## src/rtl/ctrl_pkg.sv

```systemverilog
// Shared constants, state encoding and the decoded-control bundle for the
// multi-cycle control sequencer.
package ctrl_pkg;

  // Major opcode field IR[8:6]
  localparam logic [2:0] OP_BR  = 3'b100;
  localparam logic [2:0] OP_ST  = 3'b101;
  localparam logic [2:0] OP_LD  = 3'b110;
  localparam logic [2:0] OP_MOV = 3'b111;

  localparam logic [8:0] HALT_CODE = 9'b011111111;

  // Fixed register indices and ALU code
  localparam logic [2:0] REG_ADDR = 3'd6;   // address / load-constant register
  localparam logic [2:0] REG_ST   = 3'd7;   // store-data register
  localparam logic [2:0] ALU_PASS = 3'b111; // ALU passes operand A

  // Width of the MEMWAIT cycle counter (covers latencies 1..4)
  localparam int unsigned WAIT_W = 3;

  typedef enum logic [2:0] {
    IDLE,
    FETCH,
    EXEC,
    MEMWAIT,
    HALT
  } state_e;

  // Raw controls produced by the decoder, before state gating
  typedef struct packed {
    logic [2:0] aluop;
    logic [2:0] ra;
    logic [2:0] rb;
    logic [2:0] wd;
    logic [4:0] ldc_val;
    logic       wen_r;
    logic       wen_d;
    logic       ren_d;
    logic       mem_to_reg;
    logic       jen;
    logic       ldcen;
  } ctrl_t;

endpackage

```

## src/rtl/ctrl_decode.sv

```systemverilog
// Combinational instruction decoder: IR -> raw control bundle, branch target
// and the load/halt flags the sequencer uses to pick the next state.
module ctrl_decode
  import ctrl_pkg::*;
#(
  parameter int JW = 8
) (
  input  logic [8:0]    ir_i,
  output ctrl_t         ctrl_o,
  output logic [JW-1:0] jptr_o,
  output logic          is_load_o,
  output logic          is_halt_o
);

  // Priority decode; halt is checked before the opcode field.
  always_comb begin
    // NOTE: every output gets a default first so no path leaves one unassigned
    // and no latch is inferred.
    ctrl_o    = '0;
    jptr_o    = '0;
    is_load_o = 1'b0;
    is_halt_o = 1'b0;

    if (ir_i == HALT_CODE) begin
      is_halt_o = 1'b1;
    end else begin
      case (ir_i[8:6])
        OP_BR: begin
          ctrl_o.jen = 1'b1;
          jptr_o     = JW'(ir_i[5:0]);
        end
        OP_LD: begin
          if (!ir_i[0]) begin
            // Load register: write-back happens later, in the final MEMWAIT cycle
            ctrl_o.ren_d      = 1'b1;
            ctrl_o.mem_to_reg = 1'b1;
            ctrl_o.ra         = REG_ADDR;
            ctrl_o.wd         = ir_i[5:3];
            is_load_o         = 1'b1;
          end else begin
            // Load constant into the address register
            ctrl_o.ldcen   = 1'b1;
            ctrl_o.ldc_val = ir_i[5:1];
            ctrl_o.wd      = REG_ADDR;
            ctrl_o.wen_r   = 1'b1;
          end
        end
        OP_ST: begin
          ctrl_o.wen_d = 1'b1;
          ctrl_o.ra    = REG_ST;
          ctrl_o.rb    = ir_i[5:3];
        end
        OP_MOV: begin
          ctrl_o.aluop = ALU_PASS;
          ctrl_o.ra    = ir_i[5:3];
          ctrl_o.wd    = ir_i[2:0];
          ctrl_o.wen_r = 1'b1;
        end
        default: begin
          // R-type: ALU op in IR[7:5], A from the low register bank
          ctrl_o.aluop = ir_i[7:5];
          ctrl_o.ra    = {1'b0, ir_i[4:3]};
          ctrl_o.rb    = ir_i[2:0];
          ctrl_o.wd    = ir_i[2:0];
          ctrl_o.wen_r = 1'b1;
        end
      endcase
    end
  end

endmodule

```

## src/rtl/ctrl_seq.sv

```systemverilog
// Multi-cycle control sequencer: FETCH/EXEC/MEMWAIT/HALT FSM that latches the
// instruction word, gates decoded strobes to one cycle per instruction,
// stretches loads over MEM_LAT cycles and counts retired instructions.
module ctrl_seq
  import ctrl_pkg::*;
#(
  parameter int MEM_LAT = 1,
  parameter int JW      = 8,
  parameter int CNT_W   = 16
) (
  input  logic             Clk,
  input  logic             Reset,
  input  logic             Start,
  input  logic [8:0]       mach_code,
  output logic             InstrReq,
  output logic             PcEn,
  output logic [2:0]       Aluop,
  output logic [2:0]       Ra,
  output logic [2:0]       Rb,
  output logic [2:0]       Wd,
  output logic [4:0]       LdcVal,
  output logic [JW-1:0]    Jptr,
  output logic             WenR,
  output logic             WenD,
  output logic             RenD,
  output logic             MemToReg,
  output logic             Jen,
  output logic             Ldcen,
  output logic             Busy,
  output logic             Done,
  output logic [CNT_W-1:0] InstCnt
);

  localparam logic [WAIT_W-1:0] WAIT_LAST = WAIT_W'(MEM_LAT - 1);

  state_e              state_q, state_d;
  logic [8:0]          ir_q, ir_d;
  logic [WAIT_W-1:0]   wait_q, wait_d;
  logic [CNT_W-1:0]    cnt_q, cnt_d;

  ctrl_t               raw_ctrl, ctrl;
  logic [JW-1:0]       raw_jptr, jptr;
  logic                is_load, is_halt;
  logic                retire;

  ctrl_decode #(.JW(JW)) u_decode (
    .ir_i      (ir_q),
    .ctrl_o    (raw_ctrl),
    .jptr_o    (raw_jptr),
    .is_load_o (is_load),
    .is_halt_o (is_halt)
  );

  // State, instruction register, MEMWAIT counter and retire counter
  always_ff @(posedge Clk) begin
    // NOTE: sequential state uses non-blocking assignments so every register
    // samples the pre-edge values regardless of statement order.
    if (Reset) begin
      state_q <= IDLE;
      ir_q    <= '0;
      wait_q  <= '0;
      cnt_q   <= '0;
    end else begin
      state_q <= state_d;
      ir_q    <= ir_d;
      wait_q  <= wait_d;
      cnt_q   <= cnt_d;
    end
  end

  // Next-state logic and state-gated outputs
  always_comb begin
    state_d  = state_q;
    ir_d     = ir_q;
    wait_d   = wait_q;
    cnt_d    = cnt_q;
    ctrl     = '0;
    jptr     = '0;
    InstrReq = 1'b0;
    PcEn     = 1'b0;
    Busy     = 1'b0;
    Done     = 1'b0;
    retire   = 1'b0;

    case (state_q)
      IDLE: begin
        if (Start) begin
          state_d = FETCH;
          cnt_d   = '0;
        end
      end
      FETCH: begin
        InstrReq = 1'b1;
        Busy     = 1'b1;
        ir_d     = mach_code;
        state_d  = EXEC;
      end
      EXEC: begin
        Busy = 1'b1;
        ctrl = raw_ctrl;
        jptr = raw_jptr;
        if (is_load) begin
          wait_d  = '0;
          state_d = MEMWAIT;
        end else begin
          PcEn    = !is_halt;
          retire  = 1'b1;
          state_d = is_halt ? HALT : FETCH;
        end
      end
      MEMWAIT: begin
        // Hold the load's read controls until the data arrives
        Busy            = 1'b1;
        ctrl.ren_d      = 1'b1;
        ctrl.mem_to_reg = 1'b1;
        ctrl.ra         = raw_ctrl.ra;
        ctrl.wd         = raw_ctrl.wd;
        if (wait_q == WAIT_LAST) begin
          ctrl.wen_r = 1'b1;
          PcEn       = 1'b1;
          retire     = 1'b1;
          state_d    = FETCH;
        end else begin
          wait_d = wait_q + 1'b1;
        end
      end
      HALT: begin
        Done = 1'b1;
        if (Start) begin
          state_d = FETCH;
          cnt_d   = '0;
        end
      end
      default: state_d = IDLE;
    endcase

    // Saturating retire count
    if (retire && (cnt_q != {CNT_W{1'b1}})) begin
      cnt_d = cnt_q + 1'b1;
    end
  end

  assign Aluop    = ctrl.aluop;
  assign Ra       = ctrl.ra;
  assign Rb       = ctrl.rb;
  assign Wd       = ctrl.wd;
  assign LdcVal   = ctrl.ldc_val;
  assign WenR     = ctrl.wen_r;
  assign WenD     = ctrl.wen_d;
  assign RenD     = ctrl.ren_d;
  assign MemToReg = ctrl.mem_to_reg;
  assign Jen      = ctrl.jen;
  assign Ldcen    = ctrl.ldcen;
  assign Jptr     = jptr;
  assign InstCnt  = cnt_q;

endmodule

```

## config.mk

```make
export PLATFORM = sky130hd
export DESIGN_NAME = ctrl_seq
export DESIGN_NICKNAME = d
export VERILOG_FILES = /design/src/rtl/ctrl_pkg.sv /design/src/rtl/ctrl_decode.sv /design/src/rtl/ctrl_seq.sv
export SDC_FILE = /design/constraint.sdc
export NUM_CORES = 1
export LEC_CHECK = 0
export BUFFER_PORTS_ARGS = -buffer_cell sky130_fd_sc_hd__buf_4
export CAP_MARGIN = 15
export CORE_MARGIN = 8
export CORE_UTILIZATION = 39
export DETAILED_ROUTE_END_ITERATION = 8
export GPL_TIMING_DRIVEN = 0
export PLACE_DENSITY = 0.65
export SYNTH_ARGS = -nofsm -noshare
export SYNTH_HDL_FRONTEND = slang
export SYNTH_HIERARCHICAL = 1
export SYNTH_SLANG_ARGS = --single-unit
```

## constraint.sdc

```tcl
create_clock -name Clk -period 1.7 [get_ports Clk]
set_input_delay 0.255 -clock Clk [delete_from_list [all_inputs] [get_ports Clk]]
set_output_delay 0.255 -clock Clk [all_outputs]
set_load 0.03 [all_outputs]
```

Yosys cells after proc, flatten, opt, wreduce, memory -nomap -nowiden
Cells that the tools add are included.
W data, S select, Z words.

word-level totals
  bits in registers = 31
  input port bits = 12
  output and inout port bits = 51
  word-level logic and storage cells = 87

cells by class
  add/sub/neg operators = 2
  eq/ne operators = 14
  muxes and demuxes = 51
  reduce and logical (&&, ||, !) cells = 16

operators by type and width
  operator                 number
  $mux W16                 3
  $mux W3                  12
  $pmux W3 S2              4
  $pmux W3 S4              2
  $mux W23                 1
  $add A16 B1 Y16 const B  1
  $mux W8                  2
  $ne A16 B16 Y1 const B   1
  $eq A3 B3 Y1 const B     5
  $mux W1                  15
  $mux W6                  2
  $mux W5                  2
  $eq A9 B8 Y1 const B     1
  $reduce_or A3 Y1         3
  $pmux W1 S2              4
  $eq A3 B2 Y1 const B     2
  $logic_not A3 Y1         2
  $mux W2                  3
  $ne A2 B2 Y1 const B     3
  $reduce_bool A2 Y1       3
  $reduce_or A2 Y1         3
  $pmux W2 S2              1
  $reduce_and A2 Y1        2
  $add A3 B1 Y3 const B    1
  other kinds (5)          5

Longest topological paths before layout
  word-level depth = 8
  gate-level depth with buffers = 7

By module
Netlist, hierarchy kept.

by module, submodules not included
  module       times used  cells an instance  area each (um2)
  ctrl_seq     1           216                1834.3
  ctrl_decode  1           63                 416.6

Least setup slack after synthesis
Ideal clock, no wire load.

  kind = reg2reg
  from = reg cnt_q[1], in the netlist InstCnt[1]
  to = reg cnt_q[0], in the netlist InstCnt[0]
  arrival time = 2.037 ns
  path slack = -0.397 ns
  stages on the path, launching flop included = 7
  path buffers = 1
  clock period less this slack = 2.097 ns
  cells stage by stage = dfxtp_1 ha_1 nand3_2 or4_4 a21oi_4 buf_6 mux2_2

between the ends
  longest elaborated chain between the ends = 4
  elaborated cells on any way between the ends = 6
  those cells by class = eq/ne (1); mux (1); reduce/logical (4)

ends and longest elaborated chain
  element                              line             source
  start: declaration                   ctrl_seq.sv:39   logic [CNT_W-1:0] cnt_q, cnt_d;
  start signal: assignment             ctrl_seq.sv:67   cnt_q <= cnt_d;
  $ne A16 B16 Y1 (*)                   ctrl_seq.sv:138  if (retire && (cnt_q != {CNT_W{1'b1}})) begin
  $logic_and A1 B1 Y1 (*)              ctrl_seq.sv:138
  $reduce_bool A2 Y1 (no source line)  --
  $reduce_and A2 Y1 (no source line)   --

Every way passes the cells marked *; elsewhere a longest branch is shown, timed or not.
A chain may end at the register's enable or synchronous reset.

Worst setup path in the final report
  from = reg ir_q[7]
  to = out PcEn

between the ends
  longest elaborated chain between the ends = 5
  elaborated cells on any way between the ends = 8
  those cells by class = eq/ne (2); mux (5); reduce/logical (1)

ends and longest elaborated chain
  element                   line               source
  start: declaration        ctrl_seq.sv:37     logic [8:0] ir_q, ir_d;
  start signal: assignment  ctrl_seq.sv:65     ir_q <= ir_d;
  $eq A9 B8 Y1              ctrl_decode.sv:24  if (ir_i == HALT_CODE) begin
  $mux W1                   ctrl_decode.sv:24
  named net is_halt         ctrl_seq.sv:43     logic is_load, is_halt;
  $logic_not A1 Y1          ctrl_seq.sv:106    PcEn = !is_halt;
  $mux W1                   ctrl_seq.sv:102    if (is_load) begin
  $pmux W1 S2               ctrl_seq.sv:85     case (state_q)
  end: declaration          ctrl_seq.sv:16     output logic PcEn,

The timed path passes the listed nets, and every way through them passes these cells.

==> summary.txt <==
Outcome
  – Status: finished with violations
  – Failing checks: setup timing

Synth
  – Async set-or-reset flop fraction in the synthesized netlist: 0%
  – Dominant cells by area after synthesis: dfxtp_1, and2_1, mux2i_1, nor2_1, nand2b_1
  – Seq/Total Area, Yosys: 27.6%
  – Cell variety after synth: 68
  – Main synth FF type: dfxtp_1
  – YS warnings: 6
  – Yosys top cell area share: 27.6%
  – Top cell type by total area after synthesis: dfxtp_1
  – Mean Syn Cell Area: 8.07 µm²
  – Mapped Area: 0.00225 mm²
  – Number of synthesized flops with an enable pin: 0
  – Post-synthesis cell count: 279
  – Seq cells post-synth: 31

Route
  – Detail Route Antenna Nets: 0
  – Met2 WL: 3910 µm
  – Vias: 2570
  – Detailed Routing Iterations Pass 1: 4
  – WL met1: 3420 µm
  – Drt drc: 0
  – Met3 routed WL: 544 µm
  – Vias per cell: 5.52
  – Top Layer Used: met4
  – 1st-iter DRT viols: 114
  – Final WL: 8030 µm
  – Wire length per cell: 17.2 µm

Clocking
  – Num CTS Buffers: 5
  – CTS tree: built
  – Clk_lat worst skew: 0.29 ns
  – CTS root buf: clkbuf_8
  – Clock slew at reported path FFs: 0.06 ns
  – H-tree Lvls: 2
  – Clock tree buffer depth: 2
  – Hold-fix buffer count after cts: 0
  – Clock Sinks: 31

Power
  – PwrDens: 436 mW/mm²
  – Sw frac: 30.6%
  – Peak ir drop on the vdd network: 0.408 mV
  – Logic pwr share: 23.7%
  – Leak: 0.00166 µW
  – Seq pwr share: 43.3%
  – Switch Pwr: 527 µW
  – Internal power: 1200 µW
  – Clock power frac: 33.0%

Floorplanning
  – Die height: 92.0 µm
  – I/O pin total: 63
  – DIE WIDTH: 92.0 µm
  – Rows: 27
  – Core ar.: 0.00554 mm²
  – Starting Density: 40.6%
  – Die ar.: 0.00846 mm²

Global routing
  – Overall fraction of global-route tracks in use: 17.5%
  – Largest net degree at the start of global routing: 12
  – First-pass GRT wire length: 12300 µm
  – Overflow after GRT: 0
  – Vias in the first global route: 2387
  – Antenna violations before repair: 0

Setup path
  – Crit. Startpoint: ir_q[7]
  – Critical path endpoint: PcEn
  – Crit. End Element: primary output
  – Crit path DAT: 1.70 ns
  – CP startpoint kind: register
  – CP Max Fanout: 11
  – Setup Crit Path Kind: register to primary output
  – Reg2reg path depth: 7
  – R2R Setup Slk: -0.15 ns
  – RR Startpoint: wait_q[1]
  – Required @ worst endpoint: 1.44 ns
  – Reg2reg end: InstCnt[7]

Finish
  – Fin nets: 408
  – N_diodes: 0
  – Area delta synth->final: 75.8%
  – Final std cell area, no fill: 0.00396 mm²
  – Finished Core Util: 71.4%
  – Commonest non-fill, non-tap cell in the layout: buf_4
  – Most frequent cells in the layout: buf_4, buf_6, and2_1, dfxtp_4, nor2_1
  – Fraction of layout cells with a size suffix above 1: 58.9%

Placed design
  – DP Worst Slack: -0.468 ns
  – GPL Wtd Cong: 0.814
  – Dpl cell area: 0.00290 mm²
  – DP HPWL: 4800 µm
  – IO Port Bufs: 60

Timing
  – RSZ-0062 raised after global routing: true
  – Setup WS post-layout: -0.253 ns
  – Setup violators final: 43
  – Setup TNS Final: -4.41 ns
  – Fin. max-slew vios: 0
  – Fmax: 0.512 GHz
  – Slew @ Worst Pin: 0.591 ns
  – Hold Vio Cnt, Final: 0
  – Tmin final: 1.95 ns
  – Worst rel slew slack: 60.6%
  – Tcrit/Tclk final: 115%
  – Hold slack: 0.211 ns
  – Clk_skew: 0.00980 ns

Job
  – Max_cap viols: 0

Hold path
  – Worst hold path class: primary input to register
routing by layer:
layer | vias up | global-route usage, %
li1 | 1253 | -
met1 | 1210 | 21.2
met2 | 94 | 29.0
met3 | 13 | 4.89
met4 | 0 | 6.04
met5 | - | 0
state kept, by name, summed over array words and instances (netlist names):
register  count
InstCnt      16
ir_q          9
state_q       3
wait_q        3
final cells by class:
class,instances,area [µm²]
buffer,19,200
clock buffer,5,68.8
clock inverter,3,15.0
fill,411,1580
inverter,9,38.8
multi-input combinational,221,1830
sequential,31,718
tap,72,90.1
timing repair buffer,106,993
repair_timing:
| action | in CTS | in global routing |
|---|---|---|
| cloned | 3 | 1 |
| endpoints found under the setup margin | 49 | 57 |
| pin swaps | 22 | 31 |
| resized for setup | 108 | 58 |
| setup buffers | 26 | 17 |
cells by family (layout without fill, tap and decap cells):
logic type	Yosys count	count (layout)	share of synthesized area, %
adder cells (fa/ha/maj)	3	3	1.67
multiplexers	10	10	4.50
AO/OA/AOI/OAI	59	59	19.2
other	1	2	0.167
XOR/XNOR	3	3	1.17
flip-flops	31	31	27.6
buffers and inverters	29	142	6.45
AND/OR/NAND/NOR	143	144	39.3
synthesized netlist by cell type, drive strengths merged (2+ instances only):
cell / count
nand3: 10
and2: 42
a221o: 5
a21boi: 4
or3: 4
nand2b: 9
dfxtp: 31
nor3: 11
o22ai: 3
nor4: 9
ha: 3
o21ai: 11
a211oi: 2
nor2b: 3
clkbuf: 9
a2111oi: 4
mux2i: 9
a21o: 4
or4: 3
buf: 11
nor2: 22
xnor2: 2
a21oi: 11
o31ai: 2
nand2: 10
nand4: 8
inv: 9
nor3b: 2
a22o: 3
critical path: stages, from the launching register on:
cell	delay (ns)
dfxtp_4	0.35
buf_6	0.13
nand4b_4	0.12
nor3_4	0.06
buf_12	0.14
or3_1	0.32
a21oi_2	0.15
buf_6	0.15
power groups by stage:
stage / combinational [µW] / clock [µW] / sequential, µW
3_3_place_gp: 255 / 0 / 765
3_5_place_dp: 256 / 0 / 765
6_report: 408 / 569 / 746
5_1_grt: 438 / 619 / 748
2_1_floorplan: 181 / 0 / 756
4_1_cts: 332 / 584 / 750
metrics by stage:
| stage | cells | power, µW |
|---|---|---|
| 6_report | 466 | 1720 |
| 5_1_grt | 466 | 1810 |
| 4_1_cts | 448 | 1670 |
| 3_5_place_dp | 412 | 1020 |
| 3_3_place_gp | 412 | 1020 |
| 2_1_floorplan | 280 | 938 |
how the worst min path moves through the flow:
stage	end	start	cells past startpoint	slack, ns
2_1_floorplan	ir_q[3]	mach_code[3]	2	0.40
3_3_place_gp	wait_q[1]	wait_q[1]	2	0.47
3_5_place_dp	wait_q[1]	wait_q[1]	2	0.47
4_1_cts	ir_q[1]	mach_code[1]	3	0.20
5_1_grt	ir_q[8]	mach_code[8]	3	0.22
6_report	ir_q[6]	mach_code[6]	3	0.21
Note: power is estimated with default switching activity, not from simulation.
